==> config.mk <==
export PLATFORM = sky130hd
export DESIGN_NAME = path_delay_monitor
export DESIGN_NICKNAME = d
export VERILOG_FILES = /design/src/rtl/path_delay_monitor.sv
export SDC_FILE = /design/constraint.sdc
export NUM_CORES = 1
export LEC_CHECK = 0
export BUFFER_PORTS_ARGS = -buffer_cell sky130_fd_sc_hd__buf_2
export CORE_AREA = 2 2 145 147
export CTS_CLUSTER_DIAMETER = 80
export DETAILED_ROUTE_END_ITERATION = 7
export DIE_AREA = 0 0 147 149
export HOLD_SLACK_MARGIN = 0.06
export PLACE_DENSITY_LB_ADDON = 0.15
export SYNTH_ARGS = -nofsm -noshare
export SYNTH_HDL_FRONTEND = slang
export SYNTH_SLANG_ARGS = --single-unit
==> constraint.sdc <==
create_clock -name clk -period 9.3 [get_ports clk]
set_clock_uncertainty 0.1 [all_clocks]
set_input_delay 1.86 -clock clk [delete_from_list [all_inputs] [get_ports clk]]
set_output_delay 1.86 -clock clk [all_outputs]
set_load 0.1 [all_outputs]
==> src/rtl/path_delay_monitor.sv <==
// path_delay_monitor
// Repeatedly launches a transition into a monitored path, samples the path
// output a programmable number of cycles later and counts trials whose
// sampled level differs from the expected settled level. A run whose error
// count reaches the programmed threshold raises trojan_flag.
//
// Trial timeline (E0 = closing edge of LAUNCH, d = capture_dly):
//   LAUNCH (1) -> WAIT (d, skipped when d == 0) -> SAMPLE (1) -> COMPARE (1)
//   -> SETTLE (SETTLE_CYC), i.e. d + 3 + SETTLE_CYC cycles per trial.
// path_in is captured at E0 + d + 1 and re-registered at the end of COMPARE
// so the possibly-metastable first stage has a full cycle to resolve. The
// mismatch decision from that re-registered value lands on the first SETTLE
// edge, which is why SETTLE_CYC must be at least 1.
// done, busy and trojan_flag are registered from the DONE state, so the done
// pulse appears the cycle after DONE is occupied.

module path_delay_monitor #(
    parameter int unsigned SETTLE_CYC = 16
) (
    input  logic        clk,
    input  logic        rst_n,
    input  logic        start,
    input  logic [7:0]  capture_dly,
    input  logic [15:0] num_trials,
    input  logic        polarity,
    input  logic [15:0] err_thresh,
    output logic        launch_out,
    input  logic        path_in,
    output logic        busy,
    output logic        done,
    output logic [15:0] err_count,
    output logic [15:0] first_err,
    output logic        trojan_flag
);

    typedef enum logic [2:0] {
        IDLE    = 3'd0,
        LAUNCH  = 3'd1,
        WAIT    = 3'd2,
        SAMPLE  = 3'd3,
        COMPARE = 3'd4,
        SETTLE  = 3'd5,
        DONE    = 3'd6
    } state_t;

    localparam logic [7:0]  SETTLE_LD = 8'(SETTLE_CYC);
    localparam logic [15:0] NO_ERR    = 16'hFFFF;

    state_t      state;

    // configuration captured when a start is accepted
    logic [7:0]  dly_q;
    logic [15:0] ntr_q;
    logic        pol_q;
    logic [15:0] thr_q;

    // shared down-counter for WAIT and SETTLE, plus the running trial index
    logic [7:0]  cnt;
    logic [15:0] trial_idx;

    // sample flop, re-register flop, and the pending-compare strobe
    logic        samp_q;
    logic        samp_sync;
    logic        cmp_pend;
    logic        mismatch;

    // Expected settled level is the launched level with the path's inversion
    assign mismatch = samp_sync != (launch_out ^ pol_q);

    // Capture path_in at the end of SAMPLE, then re-register it during COMPARE
    always_ff @(posedge clk or negedge rst_n) begin
        if (!rst_n) begin
            samp_q    <= 1'b0;
            samp_sync <= 1'b0;
        end else begin
            if (state == SAMPLE)
                samp_q <= path_in;
            if (state == COMPARE)
                samp_sync <= samp_q;
        end
    end

    // Run-control FSM with registered launch, status and result outputs
    always_ff @(posedge clk or negedge rst_n) begin
        if (!rst_n) begin
            state       <= IDLE;
            dly_q       <= 8'd0;
            ntr_q       <= 16'd0;
            pol_q       <= 1'b0;
            thr_q       <= 16'd0;
            cnt         <= 8'd0;
            trial_idx   <= 16'd0;
            cmp_pend    <= 1'b0;
            launch_out  <= 1'b0;
            busy        <= 1'b0;
            done        <= 1'b0;
            err_count   <= 16'd0;
            first_err   <= NO_ERR;
            trojan_flag <= 1'b0;
        end else begin
            done     <= 1'b0;
            cmp_pend <= 1'b0;

            // apply the compare result resolved from the re-registered sample
            if (cmp_pend && mismatch) begin
                if (err_count != 16'hFFFF)
                    err_count <= err_count + 16'd1;
                if (err_count == 16'd0)
                    first_err <= trial_idx;
            end

            case (state)
                IDLE: begin
                    if (start) begin
                        dly_q       <= capture_dly;
                        ntr_q       <= num_trials;
                        pol_q       <= polarity;
                        thr_q       <= err_thresh;
                        err_count   <= 16'd0;
                        first_err   <= NO_ERR;
                        trojan_flag <= 1'b0;
                        trial_idx   <= 16'd0;
                        if (num_trials == 16'd0) begin
                            state <= DONE;
                        end else begin
                            state <= LAUNCH;
                            busy  <= 1'b1;
                        end
                    end
                end

                LAUNCH: begin
                    // no reset of the level at run start: each run continues
                    // the alternation from wherever the previous one left it
                    launch_out <= ~launch_out;
                    cnt        <= dly_q;
                    state      <= (dly_q == 8'd0) ? SAMPLE : WAIT;
                end

                WAIT: begin
                    cnt <= cnt - 8'd1;
                    if (cnt == 8'd1)
                        state <= SAMPLE;
                end

                SAMPLE: begin
                    state <= COMPARE;
                end

                COMPARE: begin
                    cmp_pend <= 1'b1;
                    cnt      <= SETTLE_LD;
                    state    <= SETTLE;
                end

                SETTLE: begin
                    if (cnt == 8'd1) begin
                        trial_idx <= trial_idx + 16'd1;
                        state     <= ((trial_idx + 16'd1) < ntr_q) ? LAUNCH : DONE;
                    end else begin
                        cnt <= cnt - 8'd1;
                    end
                end

                DONE: begin
                    done        <= 1'b1;
                    busy        <= 1'b0;
                    trojan_flag <= (err_count >= thr_q);
                    state       <= IDLE;
                end

                default: begin
                    state <= IDLE;
                    busy  <= 1'b0;
                end
            endcase
        end
    end

endmodule

# After elaboration in Yosys (flattened, before gate mapping)
# Index checks and enable logic that the tools add are counted.
# Widths: inputs -> output; s select.
dict set report classes {
  n_eq_ne 14
  n_addsub 3
  bitwise 3
  n_mux 27
  n_reduce_logical 15
  n_lt_le_gt_ge 2
}
# op n
set ops {}
lappend ops {{$mux 16} 10}
lappend ops {{$add 16x1->16 const B} 2}
lappend ops {{$logic_not 16->1} 2}
lappend ops {{$pmux 16 s2} 1}
lappend ops {{$pmux 8 s4} 1}
lappend ops {{$pmux 3 s6} 1}
lappend ops {{$ge 16x16->1} 1}
lappend ops {{$lt 16x16->1} 1}
lappend ops {{$ne 16x16->1 const B} 1}
lappend ops {{$mux 3} 5}
lappend ops {{$ne 2x2->1 const B} 5}
lappend ops {{$eq 3x3->1 const B} 3}
lappend ops {{$reduce_and 3->1} 3}
lappend ops {{$eq 8x1->1 const B} 1}
lappend ops {{$logic_not 8->1} 1}
lappend ops {{$mux 8} 1}
lappend ops {{$sub 8x1->8 const B} 1}
lappend ops {{$eq 3x2->1 const B} 2}
lappend ops {{$mux 1} 6}
lappend ops {{$reduce_and 2->1} 3}
lappend ops {{$reduce_or 5->1} 1}
lappend ops {{$pmux 1 s2} 2}
lappend ops {{$reduce_bool 2->1} 2}
lappend ops {{$reduce_bool 4->1} 1}
lappend ops {{other kinds (6)} 7}
dict set report word_totals {
  elab_cells 80
  regBits 107
  input_bits 45
  output_inout_bits 36
}

# Longest topological paths before layout
dict set report logic_depth {
  word_depth 6
  mapped_depth 11
  mapped_depth_nobuf 11
}

# Worst setup path after synthesis
# OpenSTA, ideal clock, no wires.
dict set report synth_path {
  path_kind {register to register}
  startpoint {register trial_idx[7]}
  endpoint {register state[2]}
  n_path_buf 1
  arrival_time_ps 2877
  synth_period_minus_slack_ps 3121
  setup_ps 144
  required_ps 9056
  slack_ps 6179
  path_stages_with_launch 12
  cell_sequence {dfrtp_1 clkbuf_1 and4_1 nor4b_2 nand3_1 xnor2_1 ha_1 a211oi_1 o21ai_0 a221o_2 o311ai_1 o211ai_1}
}
dict set report synth_via {
  elab_chain_len 5
}
# element line
set synth_lines {}
lappend synth_lines {{from (decl)} 59} ;# logic [15:0] trial_idx;
lappend synth_lines {{from (signal assigned)} 158} ;# trial_idx <= trial_idx + 16'd1;
lappend synth_lines {{$add 16x1->16} 159} ;# state <= ((trial_idx + 16'd1) < ntr_q) ? LAUNCH : DONE;
lappend synth_lines {{$lt 16x16->1} 159}
lappend synth_lines {{$mux 3} 159}
lappend synth_lines {{$mux 3} 157} ;# if (cnt == 8'd1) begin
lappend synth_lines {{$pmux 3 s6} 112} ;# case (state)
lappend synth_lines {{to (signal assigned)} 137} ;# state <= (dly_q == 8'd0) ? SAMPLE : WAIT;
lappend synth_lines {{to (signal assigned)} 159}
lappend synth_lines {{to (decl)} 49} ;# state_t state;
# Every way passes these cells. The select of a mux whose other input is x is not followed.
# A chain may end at the register's enable or synchronous reset.

# Worst setup path after layout
dict set report layout_path {
  startpoint {register trial_idx[2]}
  endpoint {register state[2]}
}
# The elaborated chain is that of the path after synthesis.

==> results.yml <==
setup_path:
  worstSetupEndpointType: "flop"
  cp-start-kind: "flop"
  cp_max_fo: 8
  timing.rr.start: "trial_idx[2]$_DFFE_PN0P_"
  startpoint: "trial_idx[2]$_DFFE_PN0P_"
  critical_path_required_ns: 9.42
  critPathArrivalTime_ns: 3.71
  path_class: "reg -> reg"
clock_network:
  cts.htree.levels: 3
  cts_resized: 0
  ctsRootBufferMaster: "clkbuf_16"
  clk_pin_slew_ns: 0.07
  cts.sinks: 107
  cts_buffers: 9
  hold_buffers: 0
  cts_setup_buffers: 0
  cts_tree: "built"
  clkLatencyLatePin_ns: 0.35
  cts_buffer_depth: 2
detailed_routing:
  drcViolationCount: 0
  routed_wl_microns: 16100
  dr.first_iter.drc_count: 293
  wire_per_inst_microns: 16.2
  vias_per_cell: 4.98
  vias: 4969
  postRouteAntennaNets: 0
  drt-pass1-iter-count: 4
run:
  max-cap-violations: 0
power:
  leakage_uw: 0.00324
  power_density_nw_per_um2: 291
  total_power_uw: 2020
  irDropWorstVdd_mv: 0.124
place:
  place_congestion: 0.831
  io_buffers: 80
  post-dp-hpwl_microns: 11700
logic_synthesis:
  synth_area_sq_um: 6000
  synth_nets: 733
  ys_seq_area_frac: 0.449
  synth_edf_count: 0
  ys.flop_type: "dfrtp_1"
  yosysWarnings: 0
  syn_inst: 650
  synth.avg_cell_area_sq_um: 9.23
  synth.distinct_cells: 61
  async_reset_ff_frac: 1.00
  synthTopCellsByCount: "nand2_1, dfrtp_1, o21ai_0, inv_1, ha_1"
  synth.most_common_cell: "nand2_1"
  synth_top_area_cell: "dfrtp_1"
  yosysTopAreaCellShare: 0.379
  ys_top_cells_by_area: "dfrtp_1, ha_1, dfstp_2, nand2_1, o21ai_0"
  ys_ff_latch: 107
global_route:
  grt_pass1_vias: 5009
  grt_use_total: 0.153
  antenna_found_initial: 0
  grt_max_degree: 76
  gr-total-overflow: 0
  grt_pass1_wl_microns: 26600
timing:
  max_slew_margin: 0.257
  period_needed_ns: 3.59
  finalHoldViolations: 0
  rsz0062_at_grt: "no"
  min_period_over_period: 0.386
  worst_slew_pin_slew_ns: 1.11
  setup_tns_ns: 0
  fmax_mhz: 278
  setup_viol: 0
  drv_slew: 0
outcome:
  outcome: "finished, final reports clean"
floorplan:
  core_sq_um: 20600
  num_rows: 53
  boundaryPins: 81
  start_util: 0.292
  dieArea_sq_um: 21900
  die_h_microns: 149
  die_w_microns: 147
final_layout:
  layout.nets: 799
  area_growth_pct: 16.1
  layout-drive-gt1-share: 0.180
  fill_cells: 2131
worst_hold_path:
  min_from: "ntr_q[0]$_DFFE_PN0P_"
  hold_class: "reg -> reg"
[layer usage]
metal,part of all wire,track usage,vias to the layer above,routed length (microns)
li1,-,-,2430,-
met1,0.48,0.208,2415,7750
met2,0.47,0.253,106,7590
met3,0.034,0.0208,18,543
met4,0.015,0.0471,0,243
met5,0,0,-,0
[placed cells by master (no fill, tap or decap), drive strengths merged, types with 6 or more instances in the layout]
cell type / count
nand2: 109
or4: 8
buf: 84
xnor2: 11
nand2b: 6
inv: 43
nor4: 14
and3: 6
o211ai: 9
o21ai: 64
xor2: 8
clkbuf: 9
o31ai: 8
a21oi: 22
dfstp: 16
nand3: 24
a21o: 10
ha: 38
nor2: 36
nor3: 13
a211oi: 9
dfrtp: 91
nand4: 8
mux2i: 19
[kinds of logic (layout without fill, tap and decap cells)]
kind of cell               Yosys count  in the layout  synth area share
AOI/OAI and AO/OA                  151            151             0.158
xor gates and xnor gates            20             20            0.0317
adders and majority gates           38             38            0.0792
buffers and inverters               72            143            0.0507
DFF                                107            107             0.449
muxes                               21             21            0.0354
other                                0              1                 0
and+or+nand+nor                    241            241             0.196
[cell type report]
cell class | count | area (sq um) | area share
diodes | 1 | 2.50 | 0.000359
clock buffers | 9 | 225 | 0.0323
clock inverters | 7 | 103 | 0.0147
inverters | 43 | 161 | 0.0232
multi-input cells | 471 | 3000 | 0.431
flip-flops and latches | 107 | 2700 | 0.387
well taps | 275 | 344 | 0.0494
repair buffers | 84 | 433 | 0.0621
[where the power goes]
group / leakage [uW] / internal, uW / total, uW / switching [uW]
logic: 0.00174 / 258 / 867 / 610
clock network: 0.000156 / 238 / 427 / 188
registers: 0.00135 / 625 / 731 / 105
total: 0.00324 / 1120 / 2020 / 903
[worst paths after layout]
check                                         end  slack (ns)  cells after the start
min reg2reg                  ntr_q[0]$_DFFE_PN0P_        0.38                      2
max reg2reg                  state[2]$_DFFE_PN0P_        5.71                     10
max                          state[2]$_DFFE_PN0P_        5.71                     10
min in group asynchronous  err_count[5]$_DFF_PN0_        1.39                      1
min                          ntr_q[0]$_DFFE_PN0P_        0.38                      2
max in group asynchronous      cmp_pend$_DFF_PN0_        6.41                      2
[critical path: stages, from the launching register on]
cell,delay (ns)
dfrtp_1,0.47
nand3_1,0.25
nor4b_2,0.73
nand3_1,0.21
xnor2_1,0.17
ha_1,0.32
a211oi_1,0.22
o21ai_0,0.12
a221o_2,0.41
o311ai_1,0.32
o211ai_1,0.14
[through the flow]
stage               instances  setup slack (ns)  utilization  instance area [sq um]  hold slack, ns
floorplan                 650              6.18            -                   6000           0.340
detailed placement        980              5.63        0.323                   6640           0.374
global placement          980              5.62        0.323                   6640           0.359
finish                    997              5.71        0.339                   6970           0.384
CTS                       996              5.70        0.339                   6970           0.391
global route              996              5.40        0.339                   6970           0.435
[registers in the layout (all words and copies together) (netlist names), 3 cells and up]
signal / cells
state: 3
trial_idx: 16
ntr_q: 16
thr_q: 16
dly_q: 8
err_count: 16
first_err: 16
cnt: 8
No activity file was read; power rests on OpenSTA's default activity.
